**src/rtl/cp0_mmu_if.sv**
```systemverilog
// cp0_mmu_if: pipeline-to-CP0 bus (WB commit info, mtc0/mfc0 access, TLB strobes and read port, CP0 state outputs)
interface cp0_mmu_if #(
  parameter int TLBNUM = 16
) ();
  localparam int IDXW = $clog2(TLBNUM);
  logic            wb_ex;
  logic            wb_bd;
  logic            wb_eret;
  logic [4:0]      wb_excode;
  logic [31:0]     wb_pc;
  logic [31:0]     wb_badvaddr;
  logic [5:0]      ext_int_in;
  logic [7:0]      cp0_addr;
  logic            mtc0_we;
  logic [31:0]     cp0_wdata;
  logic [31:0]     cp0_rdata;
  logic            tlbp;
  logic            tlbr;
  logic            tlbwi;
  logic            tlbwr;
  logic            s1_found;
  logic [IDXW-1:0] s1_index;
  logic [18:0]     r_vpn2;
  logic [7:0]      r_asid;
  logic            r_g;
  logic [19:0]     r_pfn0;
  logic [2:0]      r_c0;
  logic            r_d0;
  logic            r_v0;
  logic [19:0]     r_pfn1;
  logic [2:0]      r_c1;
  logic            r_d1;
  logic            r_v1;
  logic [IDXW-1:0] w_index;
  logic [31:0]     cp0_entryhi;
  logic [31:0]     cp0_entrylo0;
  logic [31:0]     cp0_entrylo1;
  logic [31:0]     cp0_epc;
  logic [31:0]     cp0_status;
  logic [31:0]     cp0_cause;
  logic            int_req;
  modport master (
    output wb_ex, wb_bd, wb_eret, wb_excode, wb_pc, wb_badvaddr, ext_int_in,
           cp0_addr, mtc0_we, cp0_wdata, tlbp, tlbr, tlbwi, tlbwr, s1_found, s1_index,
           r_vpn2, r_asid, r_g, r_pfn0, r_c0, r_d0, r_v0, r_pfn1, r_c1, r_d1, r_v1,
    input  cp0_rdata, w_index, cp0_entryhi, cp0_entrylo0, cp0_entrylo1, cp0_epc,
           cp0_status, cp0_cause, int_req
  );
  modport slave (
    input  wb_ex, wb_bd, wb_eret, wb_excode, wb_pc, wb_badvaddr, ext_int_in,
           cp0_addr, mtc0_we, cp0_wdata, tlbp, tlbr, tlbwi, tlbwr, s1_found, s1_index,
           r_vpn2, r_asid, r_g, r_pfn0, r_c0, r_d0, r_v0, r_pfn1, r_c1, r_d1, r_v1,
    output cp0_rdata, w_index, cp0_entryhi, cp0_entrylo0, cp0_entrylo1, cp0_epc,
           cp0_status, cp0_cause, int_req
  );
endinterface

```
**src/rtl/cp0_mmu.sv**
```systemverilog
// cp0_mmu: MIPS CP0 registers with TLB management state, timer and interrupt request.
// Define CP0_CONTEXT_EN to implement the Context register; otherwise it reads 0.
module cp0_mmu #(
  parameter int TLBNUM    = 16,
  parameter int COUNT_DIV = 2
) (
  input logic      clk,
  input logic      resetn,
  cp0_mmu_if.slave bus
);
  localparam int IDXW = $clog2(TLBNUM);
  localparam logic [IDXW-1:0] RMAX = IDXW'(TLBNUM - 1);
  localparam logic [3:0] DIV_LAST = 4'(COUNT_DIV - 1);
  localparam logic [7:0] A_INDEX = 8'h00, A_RANDOM = 8'h08, A_LO0 = 8'h10, A_LO1 = 8'h18,
                         A_CONTEXT = 8'h20, A_WIRED = 8'h30, A_BADV = 8'h40, A_COUNT = 8'h48,
                         A_EHI = 8'h50, A_COMPARE = 8'h58, A_STATUS = 8'h60, A_CAUSE = 8'h68,
                         A_EPC = 8'h70;
  logic            idx_p;
  logic [IDXW-1:0] idx, random, wired;
  logic [31:0]     count, compare, epc, badvaddr;
  logic [3:0]      div;
  logic [18:0]     vpn2;
  logic [7:0]      asid;
  logic [25:0]     lo0, lo1;
  logic            bev, exl, ie, bd, ti;
  logic [7:0]      im, ip;
  logic [5:0]      ip_hw;
  logic [1:0]      ip_sw;
  logic [4:0]      exccode;
  logic [7:0]      wa;
  logic            tlb_ex, addr_ex;
  logic [31:0]     index_r, entryhi_r, status_r, cause_r, context_r;
  logic            unused;
  assign unused  = bus.tlbwi;
  assign wa      = bus.mtc0_we ? bus.cp0_addr : 8'hff;
  assign tlb_ex  = bus.wb_ex && bus.wb_excode inside {5'd1, 5'd2, 5'd3};
  assign addr_ex = bus.wb_ex && bus.wb_excode inside {5'd4, 5'd5};
  always_ff @(posedge clk)
    if (!resetn) begin
      idx_p   <= 1'b0;
      idx     <= '0;
      random  <= RMAX;
      wired   <= '0;
      count   <= '0;
      div     <= '0;
      bev     <= 1'b1;
      im      <= '0;
      exl     <= 1'b0;
      ie      <= 1'b0;
      bd      <= 1'b0;
      ti      <= 1'b0;
      ip_hw   <= '0;
      ip_sw   <= '0;
      exccode <= '0;
    end else begin
      if (bus.tlbp) begin
        idx_p <= ~bus.s1_found;
        if (bus.s1_found) idx <= bus.s1_index;
      end else if (wa == A_INDEX) idx <= bus.cp0_wdata[IDXW-1:0];
      // Reloading on Random==Wired keeps Random inside [Wired, TLBNUM-1]
      random <= (wa == A_WIRED || random == wired) ? RMAX : random - 1'b1;
      if (wa == A_WIRED) wired <= bus.cp0_wdata[IDXW-1:0];
      if (wa == A_COUNT) begin
        count <= bus.cp0_wdata;
        div   <= '0;
      end else if (div == DIV_LAST) begin
        count <= count + 32'd1;
        div   <= '0;
      end else div <= div + 4'd1;
      ti    <= (wa == A_COMPARE) ? 1'b0 : ti | (count == compare);
      ip_hw <= bus.ext_int_in;
      if (wa == A_CAUSE) ip_sw <= bus.cp0_wdata[9:8];
      if (bus.wb_ex) begin
        exl     <= 1'b1;
        exccode <= bus.wb_excode;
        if (!exl) bd <= bus.wb_bd;
      end else if (bus.wb_eret) exl <= 1'b0;
      else if (wa == A_STATUS) exl <= bus.cp0_wdata[1];
      if (wa == A_STATUS) begin
        bev <= bus.cp0_wdata[22];
        im  <= bus.cp0_wdata[15:8];
        ie  <= bus.cp0_wdata[0];
      end
    end
  always_ff @(posedge clk) begin
    if (bus.wb_ex && !exl) epc <= bus.wb_bd ? bus.wb_pc - 32'd4 : bus.wb_pc;
    else if (!bus.wb_ex && wa == A_EPC) epc <= bus.cp0_wdata;
    if (tlb_ex || addr_ex) badvaddr <= bus.wb_badvaddr;
    if (tlb_ex) vpn2 <= bus.wb_badvaddr[31:13];
    else if (bus.tlbr) vpn2 <= bus.r_vpn2;
    else if (wa == A_EHI) vpn2 <= bus.cp0_wdata[31:13];
    if (bus.tlbr) asid <= bus.r_asid;
    else if (wa == A_EHI) asid <= bus.cp0_wdata[7:0];
    if (bus.tlbr) lo0 <= {bus.r_pfn0, bus.r_c0, bus.r_d0, bus.r_v0, bus.r_g};
    else if (wa == A_LO0) lo0 <= bus.cp0_wdata[25:0];
    if (bus.tlbr) lo1 <= {bus.r_pfn1, bus.r_c1, bus.r_d1, bus.r_v1, bus.r_g};
    else if (wa == A_LO1) lo1 <= bus.cp0_wdata[25:0];
    if (wa == A_COMPARE) compare <= bus.cp0_wdata;
  end
`ifdef CP0_CONTEXT_EN
  logic [8:0]  ptebase;
  logic [18:0] badvpn2;
  always_ff @(posedge clk) begin
    if (wa == A_CONTEXT) ptebase <= bus.cp0_wdata[31:23];
    if (tlb_ex) badvpn2 <= bus.wb_badvaddr[31:13];
  end
  assign context_r = {ptebase, badvpn2, 4'b0};
`else
  assign context_r = '0;
`endif
  assign ip        = {ip_hw[5] | ti, ip_hw[4:0], ip_sw};
  assign index_r   = {idx_p, {(31-IDXW){1'b0}}, idx};
  assign entryhi_r = {vpn2, 5'b0, asid};
  assign status_r  = {9'b0, bev, 6'b0, im, 6'b0, exl, ie};
  assign cause_r   = {bd, ti, 14'b0, ip, 1'b0, exccode, 2'b0};
  always_comb begin
    bus.cp0_rdata = '0;
    case (bus.cp0_addr)
      A_INDEX:   bus.cp0_rdata = index_r;
      A_RANDOM:  bus.cp0_rdata = 32'(random);
      A_LO0:     bus.cp0_rdata = {6'b0, lo0};
      A_LO1:     bus.cp0_rdata = {6'b0, lo1};
      A_CONTEXT: bus.cp0_rdata = context_r;
      A_WIRED:   bus.cp0_rdata = 32'(wired);
      A_BADV:    bus.cp0_rdata = badvaddr;
      A_COUNT:   bus.cp0_rdata = count;
      A_EHI:     bus.cp0_rdata = entryhi_r;
      A_COMPARE: bus.cp0_rdata = compare;
      A_STATUS:  bus.cp0_rdata = status_r;
      A_CAUSE:   bus.cp0_rdata = cause_r;
      A_EPC:     bus.cp0_rdata = epc;
      default:   bus.cp0_rdata = '0;
    endcase
  end
  assign bus.w_index      = bus.tlbwr ? random : idx;
  assign bus.cp0_entryhi  = entryhi_r;
  assign bus.cp0_entrylo0 = {6'b0, lo0};
  assign bus.cp0_entrylo1 = {6'b0, lo1};
  assign bus.cp0_epc      = epc;
  assign bus.cp0_status   = status_r;
  assign bus.cp0_cause    = cause_r;
  assign bus.int_req      = ie & ~exl & |(ip & im);
endmodule

```
**src/flat_wrapper.sv**
```systemverilog
// flat-port wrapper written by rule: the top's interface ports become plain ports
module cp0_mmu_flat 
#(
  parameter int TLBNUM    = 16,
  parameter int COUNT_DIV = 2
)
  (clk, resetn, bus_wb_ex, bus_wb_bd, bus_wb_eret, bus_wb_excode, bus_wb_pc, bus_wb_badvaddr, bus_ext_int_in, bus_cp0_addr, bus_mtc0_we, bus_cp0_wdata, bus_tlbp, bus_tlbr, bus_tlbwi, bus_tlbwr, bus_s1_found, bus_s1_index, bus_r_vpn2, bus_r_asid, bus_r_g, bus_r_pfn0, bus_r_c0, bus_r_d0, bus_r_v0, bus_r_pfn1, bus_r_c1, bus_r_d1, bus_r_v1, bus_cp0_rdata, bus_w_index, bus_cp0_entryhi, bus_cp0_entrylo0, bus_cp0_entrylo1, bus_cp0_epc, bus_cp0_status, bus_cp0_cause, bus_int_req);
  cp0_mmu_if #(.TLBNUM(TLBNUM)) bus_i ();
  input logic clk;
  input logic resetn;
  input wire logic [$bits(bus_i.wb_ex)-1:0] bus_wb_ex;
  input wire logic [$bits(bus_i.wb_bd)-1:0] bus_wb_bd;
  input wire logic [$bits(bus_i.wb_eret)-1:0] bus_wb_eret;
  input wire logic [$bits(bus_i.wb_excode)-1:0] bus_wb_excode;
  input wire logic [$bits(bus_i.wb_pc)-1:0] bus_wb_pc;
  input wire logic [$bits(bus_i.wb_badvaddr)-1:0] bus_wb_badvaddr;
  input wire logic [$bits(bus_i.ext_int_in)-1:0] bus_ext_int_in;
  input wire logic [$bits(bus_i.cp0_addr)-1:0] bus_cp0_addr;
  input wire logic [$bits(bus_i.mtc0_we)-1:0] bus_mtc0_we;
  input wire logic [$bits(bus_i.cp0_wdata)-1:0] bus_cp0_wdata;
  input wire logic [$bits(bus_i.tlbp)-1:0] bus_tlbp;
  input wire logic [$bits(bus_i.tlbr)-1:0] bus_tlbr;
  input wire logic [$bits(bus_i.tlbwi)-1:0] bus_tlbwi;
  input wire logic [$bits(bus_i.tlbwr)-1:0] bus_tlbwr;
  input wire logic [$bits(bus_i.s1_found)-1:0] bus_s1_found;
  input wire logic [$bits(bus_i.s1_index)-1:0] bus_s1_index;
  input wire logic [$bits(bus_i.r_vpn2)-1:0] bus_r_vpn2;
  input wire logic [$bits(bus_i.r_asid)-1:0] bus_r_asid;
  input wire logic [$bits(bus_i.r_g)-1:0] bus_r_g;
  input wire logic [$bits(bus_i.r_pfn0)-1:0] bus_r_pfn0;
  input wire logic [$bits(bus_i.r_c0)-1:0] bus_r_c0;
  input wire logic [$bits(bus_i.r_d0)-1:0] bus_r_d0;
  input wire logic [$bits(bus_i.r_v0)-1:0] bus_r_v0;
  input wire logic [$bits(bus_i.r_pfn1)-1:0] bus_r_pfn1;
  input wire logic [$bits(bus_i.r_c1)-1:0] bus_r_c1;
  input wire logic [$bits(bus_i.r_d1)-1:0] bus_r_d1;
  input wire logic [$bits(bus_i.r_v1)-1:0] bus_r_v1;
  output wire logic [$bits(bus_i.cp0_rdata)-1:0] bus_cp0_rdata;
  output wire logic [$bits(bus_i.w_index)-1:0] bus_w_index;
  output wire logic [$bits(bus_i.cp0_entryhi)-1:0] bus_cp0_entryhi;
  output wire logic [$bits(bus_i.cp0_entrylo0)-1:0] bus_cp0_entrylo0;
  output wire logic [$bits(bus_i.cp0_entrylo1)-1:0] bus_cp0_entrylo1;
  output wire logic [$bits(bus_i.cp0_epc)-1:0] bus_cp0_epc;
  output wire logic [$bits(bus_i.cp0_status)-1:0] bus_cp0_status;
  output wire logic [$bits(bus_i.cp0_cause)-1:0] bus_cp0_cause;
  output wire logic [$bits(bus_i.int_req)-1:0] bus_int_req;
  assign bus_i.wb_ex = bus_wb_ex;
  assign bus_i.wb_bd = bus_wb_bd;
  assign bus_i.wb_eret = bus_wb_eret;
  assign bus_i.wb_excode = bus_wb_excode;
  assign bus_i.wb_pc = bus_wb_pc;
  assign bus_i.wb_badvaddr = bus_wb_badvaddr;
  assign bus_i.ext_int_in = bus_ext_int_in;
  assign bus_i.cp0_addr = bus_cp0_addr;
  assign bus_i.mtc0_we = bus_mtc0_we;
  assign bus_i.cp0_wdata = bus_cp0_wdata;
  assign bus_i.tlbp = bus_tlbp;
  assign bus_i.tlbr = bus_tlbr;
  assign bus_i.tlbwi = bus_tlbwi;
  assign bus_i.tlbwr = bus_tlbwr;
  assign bus_i.s1_found = bus_s1_found;
  assign bus_i.s1_index = bus_s1_index;
  assign bus_i.r_vpn2 = bus_r_vpn2;
  assign bus_i.r_asid = bus_r_asid;
  assign bus_i.r_g = bus_r_g;
  assign bus_i.r_pfn0 = bus_r_pfn0;
  assign bus_i.r_c0 = bus_r_c0;
  assign bus_i.r_d0 = bus_r_d0;
  assign bus_i.r_v0 = bus_r_v0;
  assign bus_i.r_pfn1 = bus_r_pfn1;
  assign bus_i.r_c1 = bus_r_c1;
  assign bus_i.r_d1 = bus_r_d1;
  assign bus_i.r_v1 = bus_r_v1;
  assign bus_cp0_rdata = bus_i.cp0_rdata;
  assign bus_w_index = bus_i.w_index;
  assign bus_cp0_entryhi = bus_i.cp0_entryhi;
  assign bus_cp0_entrylo0 = bus_i.cp0_entrylo0;
  assign bus_cp0_entrylo1 = bus_i.cp0_entrylo1;
  assign bus_cp0_epc = bus_i.cp0_epc;
  assign bus_cp0_status = bus_i.cp0_status;
  assign bus_cp0_cause = bus_i.cp0_cause;
  assign bus_int_req = bus_i.int_req;
  cp0_mmu #(.TLBNUM(TLBNUM), .COUNT_DIV(COUNT_DIV)) u_core (.clk(clk), .resetn(resetn), .bus(bus_i));
endmodule
```
**config.mk**
```make
export PLATFORM = sky130hd
export DESIGN_NAME = cp0_mmu_flat
export DESIGN_NICKNAME = d
export VERILOG_FILES = /design/src/rtl/cp0_mmu_if.sv /design/src/rtl/cp0_mmu.sv /design/src/flat_wrapper.sv
export SDC_FILE = /design/constraint.sdc
export NUM_CORES = 1
export LEC_CHECK = 0
export CORE_AREA = 2 2 169 171
export CTS_BUF_LIST = sky130_fd_sc_hd__clkbuf_8
export DETAILED_ROUTE_END_ITERATION = 10
export DIE_AREA = 0 0 171 173
export PLACE_DENSITY = 0.82
export RECOVER_POWER = 100
export SLEW_MARGIN = 20
export SYNTH_ARGS = -nofsm -noshare
export SYNTH_HDL_FRONTEND = slang
export SYNTH_SLANG_ARGS = --single-unit
export TNS_END_PERCENT = 100
```
**constraint.sdc**
```tcl
create_clock -name clk -period 7.3 [get_ports clk]
set_input_delay 1.095 -clock clk [delete_from_list [all_inputs] [get_ports clk]]
set_output_delay 1.095 -clock clk [all_outputs]
set_load 0.05 [all_outputs]
```
-- Word-level counts from Yosys, hierarchy flattened
Cells that the tools add are included.
- bits in registers: 250
- input port bits: 208
- word-level logic and storage cells: 112
- output and inout port bits: 229
- add/subtract/negate cells: 4
- eq/ne operators: 29
- mux-type cells: 23
- bitwise logic cells: 8
- reduce and logical (&&, ||, !) cells: 26
- operators with widths (kind ; number):
    $pmux W32 S12 ; 1
    $mux W32 ; 5
    $eq A8 B7 Y1 const B ; 13
    $mux W26 ; 4
    $mux W19 ; 3
    $add A32 B1 Y32 const B ; 1
    $eq A32 B32 Y1 ; 1
    $eq A8 B5 Y1 const B ; 4
    $sub A32 B3 Y32 const B ; 1
    $mux W8 ; 3
    $eq A8 B6 Y1 const B ; 2
    $logic_not A8 Y1 ; 2
    $mux W4 ; 4
    $reduce_bool A2 Y1 ; 7
    $eq A5 B2 Y1 const B ; 2
    $eq A5 B3 Y1 const B ; 2
    $reduce_bool A3 Y1 ; 3
    $and A8 B8 Y8 ; 1
    $eq A8 B4 Y1 const B ; 1
    $reduce_or A8 Y1 ; 1
    $eq A5 B1 Y1 const B ; 1
    $add A4 B1 Y4 const B ; 1
    $eq A4 B1 Y1 const B ; 1
    $eq A4 B4 Y1 ; 1
    other kinds (12) ; 25

-- Logic depth before layout (Yosys ltp)
- depth in word-level cells: 5
- gate-level depth with buffers: 8
- mapped depth without buffers: 7

-- Least setup slack after synthesis
OpenSTA, ideal clock, no wires.
- path kind: input -> register
- start point: input port bus_wb_ex
- end point: register u_core.badvaddr[0] (enable)
- arrival: 4.225 ns
- setup slack: 2.605 ns
- library setup time: 0.470 ns
- path buffers: 1
- stages on the path: 3
- data required time: 6.830 ns
- cell sequence: buf_2 > or3b_2 > a211oi_1
- cells in the longest elaborated chain, start to end: 2
- elaborated cells on any way between the ends: 3
- classes of those cells: 3 x reduce/logical
- RTL lines (element ; RTL line ; source):
    start, declared ; flat_wrapper.sv:11 ; input wire logic [$bits(bus_i.wb_ex)-1:0] bus_wb_ex;
    $logic_and A1 B1 Y1, on equally long branches ; cp0_mmu.sv:36, cp0_mmu.sv:37 ;
    $logic_or A1 B1 Y1 * ; cp0_mmu.sv:88 ; if (tlb_ex || addr_ex) badvaddr <= bus.wb_badvaddr;
    end signal, assigned ; cp0_mmu.sv:88 ;
    end, declared ; cp0_mmu.sv:20 ; logic [31:0] count, compare, epc, badvaddr;
Every way passes the cells marked *; elsewhere a longest branch is shown, timed or not.
A chain may end at the register's enable or synchronous reset.

-- Worst setup path in the final report
- start point: input port bus_cp0_addr[0]
- end point: output port bus_cp0_rdata[2]
- cells in the longest elaborated chain, start to end: 2
- elaborated cells on any way between the ends: 13
- classes of those cells: 11 x eq/ne; 1 x mux; 1 x reduce/logical
- RTL lines (element ; RTL line ; source):
    start, declared ; flat_wrapper.sv:18 ; input wire logic [$bits(bus_i.cp0_addr)-1:0] bus_cp0_addr;
    $eq A8 B7 Y1 (tied with other cells) ; cp0_mmu.sv:118 ; case (bus.cp0_addr)
    $pmux W32 S12 * ; cp0_mmu.sv:118 ;
    end, declared ; flat_wrapper.sv:38 ; output wire logic [$bits(bus_i.cp0_rdata)-1:0] bus_cp0_rdata;
Marks and branches as above.

==> flow_metrics.env <==
export IMPL_status="finished, violations left"
export IMPL_violations="max-capacitance violations, max-slew violations"
export IMPL_holdCritStartpoint="u_core.div[0]$_SDFF_PP0_"
export IMPL_dp_hpwl_um=39800
export IMPL_drv_slew=329
export IMPL_postSynthAreaPerCell_um2=10.2
export IMPL_die_area_mm2=0.0296
export IMPL_cts_buffer_depth=3
export IMPL_cts_tree="built"
export IMPL_fin_skew_ns=0.0342
export IMPL_cp_top_family="simple AND/OR/NAND/NOR gates"
export IMPL_cp_data_arrival_time_ns=5.22
export IMPL_tightest_slew_ns=2.83
export IMPL_drive_above_1_share_pct=6.46
export IMPL_yosys_warnings=0
export IMPL_endpoint_kind="output pin"
export IMPL_start_kind="input pin"
export IMPL_crit_chain="dlygate4sd3_1 -> nor4b_1 -> nand2_1 -> nor2_4 -> a222oi_1 -> or3b_1 -> dlygate4sd3_1"
export IMPL_nFillCells=2166
export IMPL_synthToLayoutAreaGrowth_pct=34.8
export IMPL_slew_headroom_pct=-88.4
export IMPL_peakVddDrop_mv=0.124
export IMPL_place_congestion=0.973
export IMPL_die_w_um=171
export IMPL_leakagePower_nw=6.78
export IMPL_rsz0062_at_grt="false"
export IMPL_antenna_found_initial=10
export IMPL_grt_pass1_vias=11939
export IMPL_fp_coreArea_mm2=0.0276
export IMPL_clk_pin_slew_worst_paths_ns=0.06
export IMPL_routed_wl_um=53700
export IMPL_post_place_ws_ns=1.38
export IMPL_synth_ff_type="edfxtp_1"
export IMPL_fp_dieH_um=173
export IMPL_cpMaxStageDelayCell="dlygate4sd3_1"
export IMPL_portBuffers=380
export IMPL_io_pins=437
export IMPL_wire_per_inst_um=25.9
export IMPL_critPathKind="input pin to output pin"
export IMPL_grt_first_pass_wirelength_um=77100
export IMPL_synth_seq_area_share_pct=51.0
export IMPL_fmax_mhz=158
export IMPL_netlist_area_mm2=0.0132
export IMPL_track_usage_pct=35.4
export IMPL_multi_input_area_mm2=0.00585
export IMPL_fin_nets=1867
export IMPL_max_stage_delay_ns=0.87
export IMPL_synth_cell_types=73
export IMPL_r2r_start="u_core.exl$_SDFFE_PN0P_"
export IMPL_start_util_pct=47.9
export IMPL_power_density_mw_per_mm2=205
export IMPL_setup_slack_ns=0.983
export IMPL_post_cts_setup_buffers=0
export IMPL_clock_sinks=250
export IMPL_vias_per_cell=6.10
export IMPL_ys_seq_elements=250
export IMPL_period_minus_slack_ns=6.32
export IMPL_path_buf_inv=2
export IMPL_setup_viol=0
export IMPL_hold_violations=0
export IMPL_reg2reg_to="u_core.bus.cp0_epc[6]$_DFFE_PP_"
export IMPL_hold_path_endpoint="u_core.div[0]$_SDFF_PP0_"
export IMPL_synth_edf_count=175
export IMPL_cts_made_buffers=41
export IMPL_drcViolationCount=0
export IMPL_rows=61
export IMPL_synth_cells=1296
export IMPL_grt_max_degree=71
export IMPL_cts_hold_buf=0
export IMPL_cts_max_level=2
export IMPL_drtPass1Iterations=7
export IMPL_drt_initial_drc_count=1901
export IMPL_critPathRequiredTime_ns=6.20
export IMPL_synthArstFlopShare_pct=0
export IMPL_drv_cap=9
export IMPL_fin_crit_sh_pct=86.5
export IMPL_clk_latency_ns=0.57
export IMPL_holdPathStages=1
export IMPL_ant_nets=0
export IMPL_fin_tns_setup_ns=0
export IMPL_vias=12641
export IMPL_root_buffer="clkbuf_8"
export IMPL_cts_resized=0
export IMPL_hp_class="flop to flop"
export IMPL_reg2reg_depth=3
export IMPL_reg2reg_setup_slack_ns=4.08
export IMPL_cp_common_cell="dlygate4sd3_1"
export IMPL_seq_area_mm2=0.00676
export IMPL_path_max_fanout=28
export IMPL_gr_total_overflow=0
-- per-stage QoR --
stage               cells  util, %  instance area [µm²]  hold WS (ns)  total power (W)
finish               2073     64.6                17900         0.490          0.00366
global route         2072     64.6                17900         0.519          0.00374
CTS                  2065     64.8                17900         0.480          0.00367
detailed placement   1989     61.9                17100         0.468          0.00249
global placement     1989     61.9                17100         0.440          0.00248
floorplan            1350        -                13400         0.415          0.00215
-- routing by layer --
metal,track usage [%],up-vias,wire length [µm]
li1,-,5349,-
met1,45.1,6012,19200
met2,55.0,1086,24600
met3,10.2,190,7080
met4,17.6,4,2880
met5,0,-,19
-- worst max path at each step --
stage / cells past startpoint / start / to / slack, ns
floorplan: 3 / bus_wb_ex / u_core.badvaddr[0]$_DFFE_PP_ / 2.60
global placement: 7 / bus_cp0_addr[0] / bus_cp0_rdata[12] / 1.41
detailed placement: 7 / bus_cp0_addr[0] / bus_cp0_rdata[12] / 1.38
CTS: 7 / bus_cp0_addr[0] / bus_cp0_rdata[12] / 1.39
global route: 7 / bus_cp0_addr[0] / bus_cp0_rdata[12] / 0.97
finish: 7 / bus_cp0_addr[0] / bus_cp0_rdata[2] / 0.98
-- placed cells by master (no fill, tap or decap), drive strengths merged, types with 4 or more instances in the layout --
cell type,synthesis,layout
a211oi,11,11
a21o,16,16
a21oi,55,55
a221oi,5,5
a222oi,18,18
a22o,4,4
a22oi,59,59
and2,12,12
and3,12,12
and4,6,6
buf,98,12
clkbuf,43,61
clkdlybuf4s50,0,136
clkinv,1,15
conb,1,55
dfxtp,75,75
diode,0,8
dlygate4sd3,0,242
edfxtp,175,175
ha,5,5
inv,10,23
mux2,9,9
mux2i,46,46
nand2,211,211
nand2b,29,29
nand3,42,42
nand3b,5,5
nand4,25,25
nor2,62,62
nor2b,5,5
nor3,18,18
nor4,16,16
nor4b,4,4
o21ai,74,74
or2,5,5
xnor2,63,63
xor2,35,35
-- kinds of logic after synthesis --
group / share of synthesized area (%)
muxes: 4.41
and+or+nand+nor: 18.1
DFF: 51.0
xor gates and xnor gates: 6.48
adders and majority gates: 0.472
other: 0.0283
buffers and inverters: 6.47
AOI/OAI and AO/OA: 13.0
-- registers in the layout (all words and copies together) (netlist names) --
register	cells
u_core.compare	32
u_core.bev	1
u_core.bus.cp0_epc	32
u_core.idx_p	1
u_core.random	4
u_core.exl	1
u_core.wired	4
u_core.vpn2	19
u_core.ip_hw	6
u_core.bd	1
u_core.lo0	26
u_core.idx	4
u_core.div	4
u_core.im	8
u_core.lo1	26
u_core.ip_sw	2
u_core.exccode	5
u_core.asid	8
u_core.badvaddr	32
u_core.ti	1
u_core.count	32
u_core.ie	1
-- layout make-up --
type,count,area share (%)
flip-flops and latches,250,37.8
well taps,378,2.65
multi-input cells,948,32.8
clock inverters,27,0.680
repair buffers,402,21.9
diodes,8,0.112
inverters,11,0.231
clock buffers,49,3.78
-- Yosys cell counts (all sizes together) (29+ instances only) --
cell type    n  area, µm²
a21oi       55        275
a22oi       59        443
buf         98        654
clkbuf      43        161
dfxtp       75       1500
edfxtp     175       5260
mux2i       46        460
nand2      211        797
nand2b      29        181
nand3       42        210
nor2        62        245
o21ai       74        370
xnor2       63        552
xor2        35        307
-- report_power, final --
part           internal, W  total (W)  leakage [nW]  switching (W)
Clock             0.000615    0.00121         0.458       0.000600
Sequential         0.00161    0.00168          2.27      0.0000682
Combinational     0.000244   0.000764          4.06       0.000520
-- worst register-to-register path, cell delays in order (launching register included) --
cell	delay, ns
dfxtp_1	0.40
nand2b_2	0.15
clkbuf_1	1.87
o21ai_0	0.42
Power figures use the tool's default switching activity.
